**config.mk**
```make
export PLATFORM = sky130hd
export DESIGN_NAME = alu_sequencer_flat
export DESIGN_NICKNAME = d
export VERILOG_FILES = /design/src/rtl/alu_seq_pkg.sv /design/src/rtl/alu_sequencer_if.sv /design/src/rtl/alu_div_step.sv /design/src/rtl/alu_sequencer.sv /design/src/flat_wrapper.sv
export SDC_FILE = /design/constraint.sdc
export NUM_CORES = 1
export LEC_CHECK = 0
export ABC_AREA = 0
export CAP_MARGIN = 0
export CORE_ASPECT_RATIO = 1.5
export CORE_MARGIN = 1
export CORE_UTILIZATION = 39
export CTS_CLUSTER_SIZE = 30
export DETAILED_ROUTE_END_ITERATION = 8
export SKIP_CTS_REPAIR_TIMING = 1
export SYNTH_ARGS = -nofsm -noshare
export SYNTH_HDL_FRONTEND = slang
export SYNTH_SLANG_ARGS = --single-unit
```
**constraint.sdc**
```tcl
create_clock -name Clk -period 4 [get_ports Clk]
set_clock_uncertainty 0.1 [all_clocks]
set_input_delay 1.2 -clock Clk [delete_from_list [all_inputs] [get_ports Clk]]
set_output_delay 1.2 -clock Clk [all_outputs]
set_load 0.02 [all_outputs]
```
**src/rtl/alu_seq_pkg.sv**
```systemverilog
// Shared types and constants for the ALU sequencer slice.
//   alu_op_t         request opcodes (000 and 111 are illegal)
//   alu_seq_state_t  sequencer FSM states
//   ALU_WIDTH        default operand/result width
package alu_seq_pkg;

    localparam int unsigned ALU_WIDTH = 16;

    typedef enum logic [2:0] {
        OP_ASSIGN = 3'b001,
        OP_ADD    = 3'b010,
        OP_SUB    = 3'b011,
        OP_MULT   = 3'b100,
        OP_DIV    = 3'b101,
        OP_SHL    = 3'b110
    } alu_op_t;

    typedef enum logic [1:0] {
        ST_IDLE,
        ST_DIV,
        ST_RESP
    } alu_seq_state_t;

endpackage

```
**src/rtl/alu_sequencer_if.sv**
```systemverilog
// Request/response bundle between an ALU client (master) and alu_sequencer (slave).
//   ReqValid/ReqReady/ReqOp/ReqA/ReqB   request channel
//   RspValid/RspReady                   response handshake
//   RspOut1/RspOut2/RspZero/RspErr      response payload
//   Abort                               only present when ALU_SEQ_ABORT_EN is defined
interface alu_sequencer_if
    import alu_seq_pkg::*;
#(
    parameter int unsigned WIDTH = ALU_WIDTH,
    parameter int unsigned OP_W  = 3
);

    logic             ReqValid;
    logic             ReqReady;
    logic [OP_W-1:0]  ReqOp;
    logic [WIDTH-1:0] ReqA;
    logic [WIDTH-1:0] ReqB;
    logic             RspValid;
    logic             RspReady;
    logic [WIDTH-1:0] RspOut1;
    logic [WIDTH-1:0] RspOut2;
    logic             RspZero;
    logic             RspErr;
`ifdef ALU_SEQ_ABORT_EN
    logic             Abort;
`endif

    modport master (
`ifdef ALU_SEQ_ABORT_EN
        output Abort,
`endif
        output ReqValid, ReqOp, ReqA, ReqB, RspReady,
        input  ReqReady, RspValid, RspOut1, RspOut2, RspZero, RspErr
    );

    modport slave (
`ifdef ALU_SEQ_ABORT_EN
        input  Abort,
`endif
        input  ReqValid, ReqOp, ReqA, ReqB, RspReady,
        output ReqReady, RspValid, RspOut1, RspOut2, RspZero, RspErr
    );

endinterface

```
**src/rtl/alu_div_step.sv**
```systemverilog
// One combinational restoring-division step.
//   rem           partial remainder in (always < divisor)
//   dividend      remaining dividend bits, MSB consumed this step
//   divisor       divisor (non-zero)
//   rem_next      partial remainder out
//   dividend_next dividend shifted left by one
//   q_bit         quotient bit produced by this step
module alu_div_step #(
    parameter int unsigned WIDTH = 16
) (
    input  logic [WIDTH-1:0] rem,
    input  logic [WIDTH-1:0] dividend,
    input  logic [WIDTH-1:0] divisor,
    output logic [WIDTH-1:0] rem_next,
    output logic [WIDTH-1:0] dividend_next,
    output logic             q_bit
);

    // One extra bit: the shifted remainder can reach 2*divisor-1.
    logic [WIDTH:0] trial;
    logic [WIDTH:0] diff;

    assign trial         = {rem, dividend[WIDTH-1]};
    assign diff          = trial - {1'b0, divisor};
    assign dividend_next = dividend << 1;

    always_comb begin
        if (trial >= {1'b0, divisor}) begin
            q_bit    = 1'b1;
            rem_next = diff[WIDTH-1:0];
        end else begin
            q_bit    = 1'b0;
            rem_next = trial[WIDTH-1:0];
        end
    end

endmodule

```
**src/rtl/alu_sequencer.sv**
```systemverilog
// Multi-cycle ALU front end: single-cycle ops answer one cycle after accept,
// DIV runs WIDTH restoring steps. Results are held until the response handshakes.
//   Clk      rising-edge clock
//   Reset_n  asynchronous active-low reset
//   bus      alu_sequencer_if slave modport (request/response channels)
// Optional feature: define ALU_SEQ_ABORT_EN to honour bus.Abort while dividing.
module alu_sequencer
    import alu_seq_pkg::*;
#(
    parameter int unsigned WIDTH = ALU_WIDTH,
    parameter int unsigned OP_W  = 3
) (
    input  logic        Clk,
    input  logic        Reset_n,
    alu_sequencer_if.slave bus
);

    localparam int unsigned CNT_W = $clog2(WIDTH + 1);

    alu_seq_state_t   state, state_nxt;
    logic [CNT_W-1:0] cnt;
    logic [WIDTH-1:0] rem, dvd, dsr, quo, quo_nxt;
    logic [WIDTH-1:0] out1, out2;
    logic             err;

    logic [OP_W-1:0]  op;
    logic             accept, div_start, last_step, abort_div;

    logic [WIDTH-1:0] fast_out1, fast_out2;
    logic             fast_err;
    logic [WIDTH:0]   sum, diff;
    logic [2*WIDTH-1:0] prod;

    logic [WIDTH-1:0] step_rem, step_dvd;
    logic             step_q;

    assign op        = bus.ReqOp;
    assign accept    = bus.ReqValid && (state == ST_IDLE);
    assign div_start = accept && (op == OP_DIV) && (bus.ReqB != '0);
    assign last_step = (state == ST_DIV) && (cnt == CNT_W'(WIDTH - 1));

`ifdef ALU_SEQ_ABORT_EN
    assign abort_div = (state == ST_DIV) && bus.Abort;
`else
    assign abort_div = 1'b0;
`endif

    alu_div_step #(.WIDTH(WIDTH)) u_div_step (
        .rem           (rem),
        .dividend      (dvd),
        .divisor       (dsr),
        .rem_next      (step_rem),
        .dividend_next (step_dvd),
        .q_bit         (step_q)
    );

    assign quo_nxt = (quo << 1) | {{(WIDTH-1){1'b0}}, step_q};

    // Single-cycle results; the DIV arm only matters for a zero divisor.
    assign sum  = {1'b0, bus.ReqA} + {1'b0, bus.ReqB};
    assign diff = {1'b0, bus.ReqA} - {1'b0, bus.ReqB};
    assign prod = {{WIDTH{1'b0}}, bus.ReqA} * {{WIDTH{1'b0}}, bus.ReqB};

    always_comb begin
        fast_out1 = '0;
        fast_out2 = '0;
        fast_err  = 1'b0;
        case (op)
            OP_ASSIGN: fast_out1 = bus.ReqB;
            OP_ADD: begin
                fast_out1 = sum[WIDTH-1:0];
                fast_out2 = {{(WIDTH-1){1'b0}}, sum[WIDTH]};
            end
            OP_SUB: begin
                fast_out1 = diff[WIDTH-1:0];
                fast_out2 = {{(WIDTH-1){1'b0}}, diff[WIDTH]};
            end
            OP_MULT: begin
                fast_out1 = prod[WIDTH-1:0];
                fast_out2 = prod[2*WIDTH-1:WIDTH];
            end
            OP_DIV: begin
                fast_out1 = '1;
                fast_out2 = bus.ReqA;
                fast_err  = 1'b1;
            end
            OP_SHL: fast_out1 = (32'(bus.ReqB) >= WIDTH) ? '0 : (bus.ReqA << bus.ReqB);
            default: fast_err = 1'b1;
        endcase
    end

    // FSM: state register
    always_ff @(posedge Clk or negedge Reset_n) begin
        if (!Reset_n) state <= ST_IDLE;
        else          state <= state_nxt;
    end

    // FSM: next state
    always_comb begin
        state_nxt = state;
        case (state)
            ST_IDLE: begin
                if (div_start)   state_nxt = ST_DIV;
                else if (accept) state_nxt = ST_RESP;
            end
            ST_DIV: begin
                if (abort_div)      state_nxt = ST_IDLE;
                else if (last_step) state_nxt = ST_RESP;
            end
            ST_RESP: if (bus.RspReady) state_nxt = ST_IDLE;
            default: state_nxt = ST_IDLE;
        endcase
    end

    // FSM: outputs
    always_comb begin
        bus.ReqReady = (state == ST_IDLE);
        bus.RspValid = (state == ST_RESP);
        bus.RspOut1  = out1;
        bus.RspOut2  = out2;
        bus.RspZero  = (out1 == '0);
        bus.RspErr   = err;
    end

    // Divider working registers and response registers
    always_ff @(posedge Clk or negedge Reset_n) begin
        if (!Reset_n) begin
            cnt  <= '0;
            rem  <= '0;
            dvd  <= '0;
            dsr  <= '0;
            quo  <= '0;
            out1 <= '0;
            out2 <= '0;
            err  <= 1'b0;
        end else begin
            case (state)
                ST_IDLE: begin
                    if (div_start) begin
                        cnt <= '0;
                        rem <= '0;
                        quo <= '0;
                        dvd <= bus.ReqA;
                        dsr <= bus.ReqB;
                    end else if (accept) begin
                        out1 <= fast_out1;
                        out2 <= fast_out2;
                        err  <= fast_err;
                    end
                end
                ST_DIV: begin
                    cnt <= cnt + CNT_W'(1);
                    rem <= step_rem;
                    dvd <= step_dvd;
                    quo <= quo_nxt;
                    if (last_step && !abort_div) begin
                        out1 <= quo_nxt;
                        out2 <= step_rem;
                        err  <= 1'b0;
                    end
                end
                default: ;
            endcase
        end
    end

endmodule

```
**src/flat_wrapper.sv**
```systemverilog
// flat-port wrapper written by rule: the top's interface ports become plain ports
module alu_sequencer_flat import alu_seq_pkg::*;
#(
    parameter int unsigned WIDTH = ALU_WIDTH,
    parameter int unsigned OP_W  = 3
)
  (Clk, Reset_n, bus_ReqValid, bus_ReqOp, bus_ReqA, bus_ReqB, bus_RspReady, bus_ReqReady, bus_RspValid, bus_RspOut1, bus_RspOut2, bus_RspZero, bus_RspErr);
  alu_sequencer_if #(.WIDTH(WIDTH), .OP_W(OP_W)) bus_i ();
  input  logic Clk;
  input  logic Reset_n;
  input wire logic [$bits(bus_i.ReqValid)-1:0] bus_ReqValid;
  input wire logic [$bits(bus_i.ReqOp)-1:0] bus_ReqOp;
  input wire logic [$bits(bus_i.ReqA)-1:0] bus_ReqA;
  input wire logic [$bits(bus_i.ReqB)-1:0] bus_ReqB;
  input wire logic [$bits(bus_i.RspReady)-1:0] bus_RspReady;
  output wire logic [$bits(bus_i.ReqReady)-1:0] bus_ReqReady;
  output wire logic [$bits(bus_i.RspValid)-1:0] bus_RspValid;
  output wire logic [$bits(bus_i.RspOut1)-1:0] bus_RspOut1;
  output wire logic [$bits(bus_i.RspOut2)-1:0] bus_RspOut2;
  output wire logic [$bits(bus_i.RspZero)-1:0] bus_RspZero;
  output wire logic [$bits(bus_i.RspErr)-1:0] bus_RspErr;
  assign bus_i.ReqValid = bus_ReqValid;
  assign bus_i.ReqOp = bus_ReqOp;
  assign bus_i.ReqA = bus_ReqA;
  assign bus_i.ReqB = bus_ReqB;
  assign bus_i.RspReady = bus_RspReady;
  assign bus_ReqReady = bus_i.ReqReady;
  assign bus_RspValid = bus_i.RspValid;
  assign bus_RspOut1 = bus_i.RspOut1;
  assign bus_RspOut2 = bus_i.RspOut2;
  assign bus_RspZero = bus_i.RspZero;
  assign bus_RspErr = bus_i.RspErr;
  alu_sequencer #(.WIDTH(WIDTH), .OP_W(OP_W)) u_core (.Clk(Clk), .Reset_n(Reset_n), .bus(bus_i));
endmodule
```
==> flow_summary_export.csv, run 1 <==
group,metric,value,unit
setup_path,worstPathCellList,"buf_4 -> buf_12 -> and2_4 -> fa_1 -> inv_2 -> fa_1 -> inv_1 -> fa_1 -> fa_2 -> fa_1 -> inv_2 -> fa_1 -> inv_2 -> ha_4 -> buf_6 -> o21ai_4 -> a21oi_4 -> nand3_2 -> a21oi_4 -> nor2_4 -> o311ai_4 -> o21ai_2 -> mux2i_1 -> o32a_1",
setup_path,slowest_stage,"fa_1",
synth,yosysSeqAreaShare,15.8,%
clock_network,cts_tree,"yes",
synth,synth_edf_count,0,
clock_network,root_buffer,"clkbuf_16",
grt,grt_pass1_vias,15900,
route,vias,15500,
timing,hold_viol,0,
cells_and_area,num_antenna_cells,0,
timing,fmax,149,MHz
timing,maxSlewHeadroom,41.6,%
clock_network,clockBufferDepth,2,
worst_hold_path,hp-class,"reg2reg",
setup_path,start_kind,"input port",
timing,maxSlewViolCount,0,
clock_network,cts_buffers,9,
route,finalWirelength,58500,um
setup_path,critPathRequiredTime,4.15,ns
setup_path,crit_arrival,6.87,ns
cells_and_area,syn_to_final_growth,33.3,%
grt,overflow,0,
setup_path,max_stage_delay,0.57,ns
synth,synth_cell_types,85,
synth,async_flop_share,100,%
grt,grt_pass1_wl,87100,um
outcome,failed_checks,"setup timing",
placement,place_ws,-3.64,ns
timing,post-route-min-period,6.72,ns
clock_network,clock_latency,0.37,ns
timing,tightestPinTransition,0.876,ns
grt,grt_max_degree,74,
setup_path,path_class,"in2reg",
clock_network,ctsHtreeMaxLevel,3,
timing,grt_setup_unrepaired,"yes",
synth,yosysWarningCount,0,
cells_and_area,instances_no_fill,2837,
synth,synth_ff_type,"dfrtp_1",
die,dieArea,0.0427,mm^2
die,start_util,39.6,%
setup_path,cp_common_cell,"fa_1",
grt,track_usage,26.5,%
route,dr.pass1.iters,5,
timing,fin_crit_sh,168,%
die,placementRows,91,
timing,final.setup.tns,-62.40,ns
route,vias_per_cell,5.47,
die,die_w,169,um
timing,final-setup-viol-count,28,
synth,synthesis.nets,2332,
synth,synth_area_per_cell,8.41,um^2
die,die_y,253,um
die,design.core.area,0.0412,mm^2
timing,setup_ws,-2.72,ns
synth,ys_seq_elements,103,
placement,gp_congestion,0.916,
synth,netlist_area,0.0163,mm^2
cells_and_area,drive_gt1_share,26.5,%
clock_network,cts_sinks,103,
cells_and_area,fin_util,52.8,%
die,io_pins,75,
setup_path,crit_fanout,5,
route,drc,0,
placement,place_inst,2764,
placement,dpl.hpwl,45400,um
placement,placement.io_buffers,74,
run,cap_violations,0,
setup_path,critPathCaptureType,"flip-flop",
outcome,status,"complete, but fails checks",
route,wl_per_cell,20.6,um
route,ant_nets,0,
synth,synth_cells,1942,
clock_network,path_clk_slew,0.08,ns
cells_and_area,nNetsFinal,2664,
route,drt_iter0_markers,880,
grt,antenna_found_initial,0,
[per-layer routing]
layer,up-vias,GRT usage (%),wire (um)
met2,519,47.1,29300
met1,7813,33.5,23400
met3,142,1.71,2700
li1,7039,-,-
met5,-,0,0
met4,0,9.73,3060
[area by class of cell]
class	count	area [um^2]
Multi-Input combinational cell	1427	13100
Timing Repair Buffer	439	3960
Clock inverter	7	70.1
Clock buffer	9	225
Sequential cell	103	2580
Tap cell	558	698
Fill cell	3859	19400
Inverter	294	1100
[cell families (layout without fill, tap and decap cells)]
| family | after synthesis | after routing | synth area share [%] |
|---|---|---|---|
| AOI/OAI and AO/OA | 410 | 410 | 16.4 |
| DFF | 103 | 103 | 15.8 |
| adders and majority gates | 351 | 351 | 35.9 |
| and+or+nand+nor | 580 | 580 | 17.0 |
| buffers and inverters | 412 | 749 | 9.87 |
| muxes | 40 | 40 | 2.56 |
| xor gates and xnor gates | 46 | 46 | 2.47 |
[registers in the layout (all words and copies together) (netlist names)]
name and count:
u_core.dvd 16, u_core.bus.RspErr 1, u_core.state 2, u_core.quo 15, u_core.bus.RspOut2 16, u_core.rem 16, u_core.dsr 16, u_core.cnt 5
u_core.bus.RspOut1 16
[final timing paths]
kind	startpoint	to	slack (ns)	cells after the start
max in group asynchronous	Reset_n	u_core.bus.RspOut2[7]	2.36	2
min reg2reg	u_core.bus.RspErr	u_core.bus.RspErr	0.39	2
min in group asynchronous	Reset_n	u_core.quo[1]	0.67	1
max	bus_ReqA[5]	u_core.bus.RspOut2[15]	-2.72	24
min	u_core.bus.RspErr	u_core.bus.RspErr	0.39	2
max reg2reg	u_core.rem[0]	u_core.bus.RspOut2[9]	0.71	10
[critical path: cells and delay by family]
kind                       cells  cell delay (ns)
adders and majority gates      7             3.40
AOI/OAI and AO/OA              6             1.16
buffers and inverters          7             0.58
and+or+nand+nor                3             0.37
muxes                          1             0.13
[per-stage QoR]
step                hold slack, ns  cell area, um^2
CTS                          0.386            20300
global route                 0.410            21800
detailed placement           0.368            20000
finish                       0.385            21800
global placement             0.357            20000
floorplan                    0.346            16900
[placed cells by master, fill, tap and decap left out, drive strengths merged, types with 27 or more instances in the layout]
master,netlist,final
mux2i,35,35
ha,154,154
dfrtp,103,103
clkbuf,86,27
inv,293,299
buf,32,365
fa,197,197
and2,103,103
a21o,38,38
clkdlybuf4s50,0,42
nor2,85,85
xnor2,30,30
a21oi,106,106
nand2,266,266
o21ai,111,111
[cell usage after synthesis, types with 23 or more instances]
| library cell | n | area, um^2 |
|---|---|---|
| a21o_1 | 38 | 285 |
| nor2_1 | 82 | 308 |
| inv_1 | 292 | 1100 |
| dfrtp_1 | 103 | 2580 |
| nand3_1 | 24 | 120 |
| o21ai_0 | 95 | 475 |
| nor3_1 | 23 | 115 |
| a21oi_1 | 105 | 526 |
| clkbuf_1 | 86 | 323 |
| mux2i_1 | 35 | 350 |
| xnor2_1 | 30 | 263 |
| nand2_1 | 265 | 995 |
| ha_1 | 154 | 1930 |
| and2_1 | 103 | 644 |
| fa_1 | 197 | 3940 |
Power of run 1 is left out: the tool's default activity adds up to more than one toggle a clock period on the data nets, which glitch-free logic cannot reach.
==> run 2: changes to the inputs <==
--- a/config.mk
+++ b/config.mk
@@ -5,7 +5,6 @@
 export SDC_FILE = /design/constraint.sdc
 export NUM_CORES = 1
 export LEC_CHECK = 0
-export ABC_AREA = 0
 export CAP_MARGIN = 0
 export CORE_ASPECT_RATIO = 1.5
 export CORE_MARGIN = 1
==> results of run 2 <==
Same layout as run 1: the final DEF is identical, and so are final timing and power.
Power of run 2 is left out for the same reason.
==> RTL edit, RTL diff (settings of run 1) <==
Set the package constant `ALU_WIDTH` to 8 (it was 16).
--- a/src/rtl/alu_seq_pkg.sv
+++ b/src/rtl/alu_seq_pkg.sv
@@ -5,5 +5,5 @@
 package alu_seq_pkg;
 
-    localparam int unsigned ALU_WIDTH = 16;
+    localparam int unsigned ALU_WIDTH = 8;
 
     typedef enum logic [2:0] {
Ports: changed (resized bus_ReqA, bus_ReqB, bus_RspOut1 and bus_RspOut2); port bits go from 75 to 43. The function was not compared with the original's and may differ.
==> RTL edit against run 1 <==
The run still ends with negative setup slack left. Area after synthesis shrank 62%. Critical endpoint is now u_core.bus.RspOut2[5]. Count of clock-buffer cells in the layout shrank 3. Critical path type unchanged. Routed wire length shrank 66%. Worst setup slack gained 1.7 ns. Largest cell class unchanged. Final area down 62%. Sequential cell count shrank 49. Die area shrank 62%.
==> RTL edit: results (changes against run 1) <==
| Metric | Value |
|---|---|
| Run status | `complete, but fails checks (unchanged)` |
| Failing checks | `negative setup slack (unchanged)` |
| Cells taking the most area after synthesis | `dfrtp_1 (22%), fa_1 (13%), ha_1 (12%) (was fa_1 (24%), dfrtp_1 (16%), ha_1 (12%))` |
| Mean Syn Cell Area | `8.25 µm² (was 8.41 µm²)` |
| Multiplexer share of the synthesized area | `0.0386 (was 0.0256)` |
| Number of global-route vias before repair | `6282 (was 15868)` |
| CTS buffer count | `5 (was 9)` |
| Adder-cell share of the synthesized area | `0.251 (was 0.359)` |
| Placed inst area | `7630 µm² (was 20000 µm²)` |
| XOR/XNOR Fraction of Synth Area | `0.0157 (was 0.0247)` |
| Net count after synthesis | `869 (was 2332)` |
| Met1 usage | `0.297 (was 0.335)` |
| Gpl congestion | `0.900 (was 0.916)` |
| Grt met3 use | `0.0150 (was 0.0171)` |
| Placed instance count | `1049 (was 2764)` |
| GRT Total Usage | `0.251 (was 0.265)` |
| HPWL after detailed placement | `16200 µm (was 45400 µm)` |
| Critical path's largest stage delay | `0.51 ns (was 0.57 ns)` |
| NumNets Final | `993 (was 2664)` |
| Critical path data arrival time | `5.18 ns (was 6.87 ns)` |
| Final worst setup slack | `-1.06 ns (was -2.72 ns)` |
| Met2 usage | `0.469 (was 0.471)` |
| Slew margin rel. | `0.200 (was 0.416)` |
| Pre-CTS setup slack | `-1.82 ns (was -3.64 ns)` |
| DR vias/cell | `5.53 (was 5.47)` |
| Compound-Gate Fraction of Synth Area | `0.190 (was 0.164)` |
| Largest net degree at the start of global routing | `45 (was 74)` |
| Clk Latency, worst-skew pair | `0.30 ns (was 0.37 ns)` |
| Worst-path fanout max | `7 (was 5)` |
| Seq/Total Area, Yosys | `0.220 (was 0.158)` |
| Met2 WL | `10600 µm (was 29300 µm)` |
| Commonest cells post-synth | `nand2_1 (80), inv_1 (79), ha_1 (61) (was inv_1 (292), nand2_1 (265), fa_1 (197))` |
| IO Port Bufs | `42 (was 74)` |
| M1 WL | `8150 µm (was 23400 µm)` |
| Final setup fails | `12 (was 28)` |
## RTL edit: cell type report
class | instances | area [µm²]
Fill cell | 1453 | 7080
Multi-Input combinational cell | 571 | 4780
Timing Repair Buffer | 158 | 1360
Sequential cell | 54 | 1350
Inverter | 80 | 300
Tap cell | 199 | 249
Clock buffer | 6 | 139
Clock inverter | 2 | 12.5
## RTL edit: worst paths after layout
path                                     from                     to  slack [ns]  cells after the start
worst max-delay path              bus_ReqA[2]  u_core.bus.RspOut2[5]       -1.06                     19
worst min-delay path            u_core.rem[7]          u_core.rem[7]        0.38                      1
worst max register to register  u_core.dsr[2]  u_core.bus.RspOut2[4]        1.14                      8
worst min register to register  u_core.rem[7]          u_core.rem[7]        0.38                      1
max in group asynchronous             Reset_n  u_core.bus.RspOut2[0]        2.11                      2
min in group asynchronous             Reset_n  u_core.bus.RspOut1[0]        0.95                      1
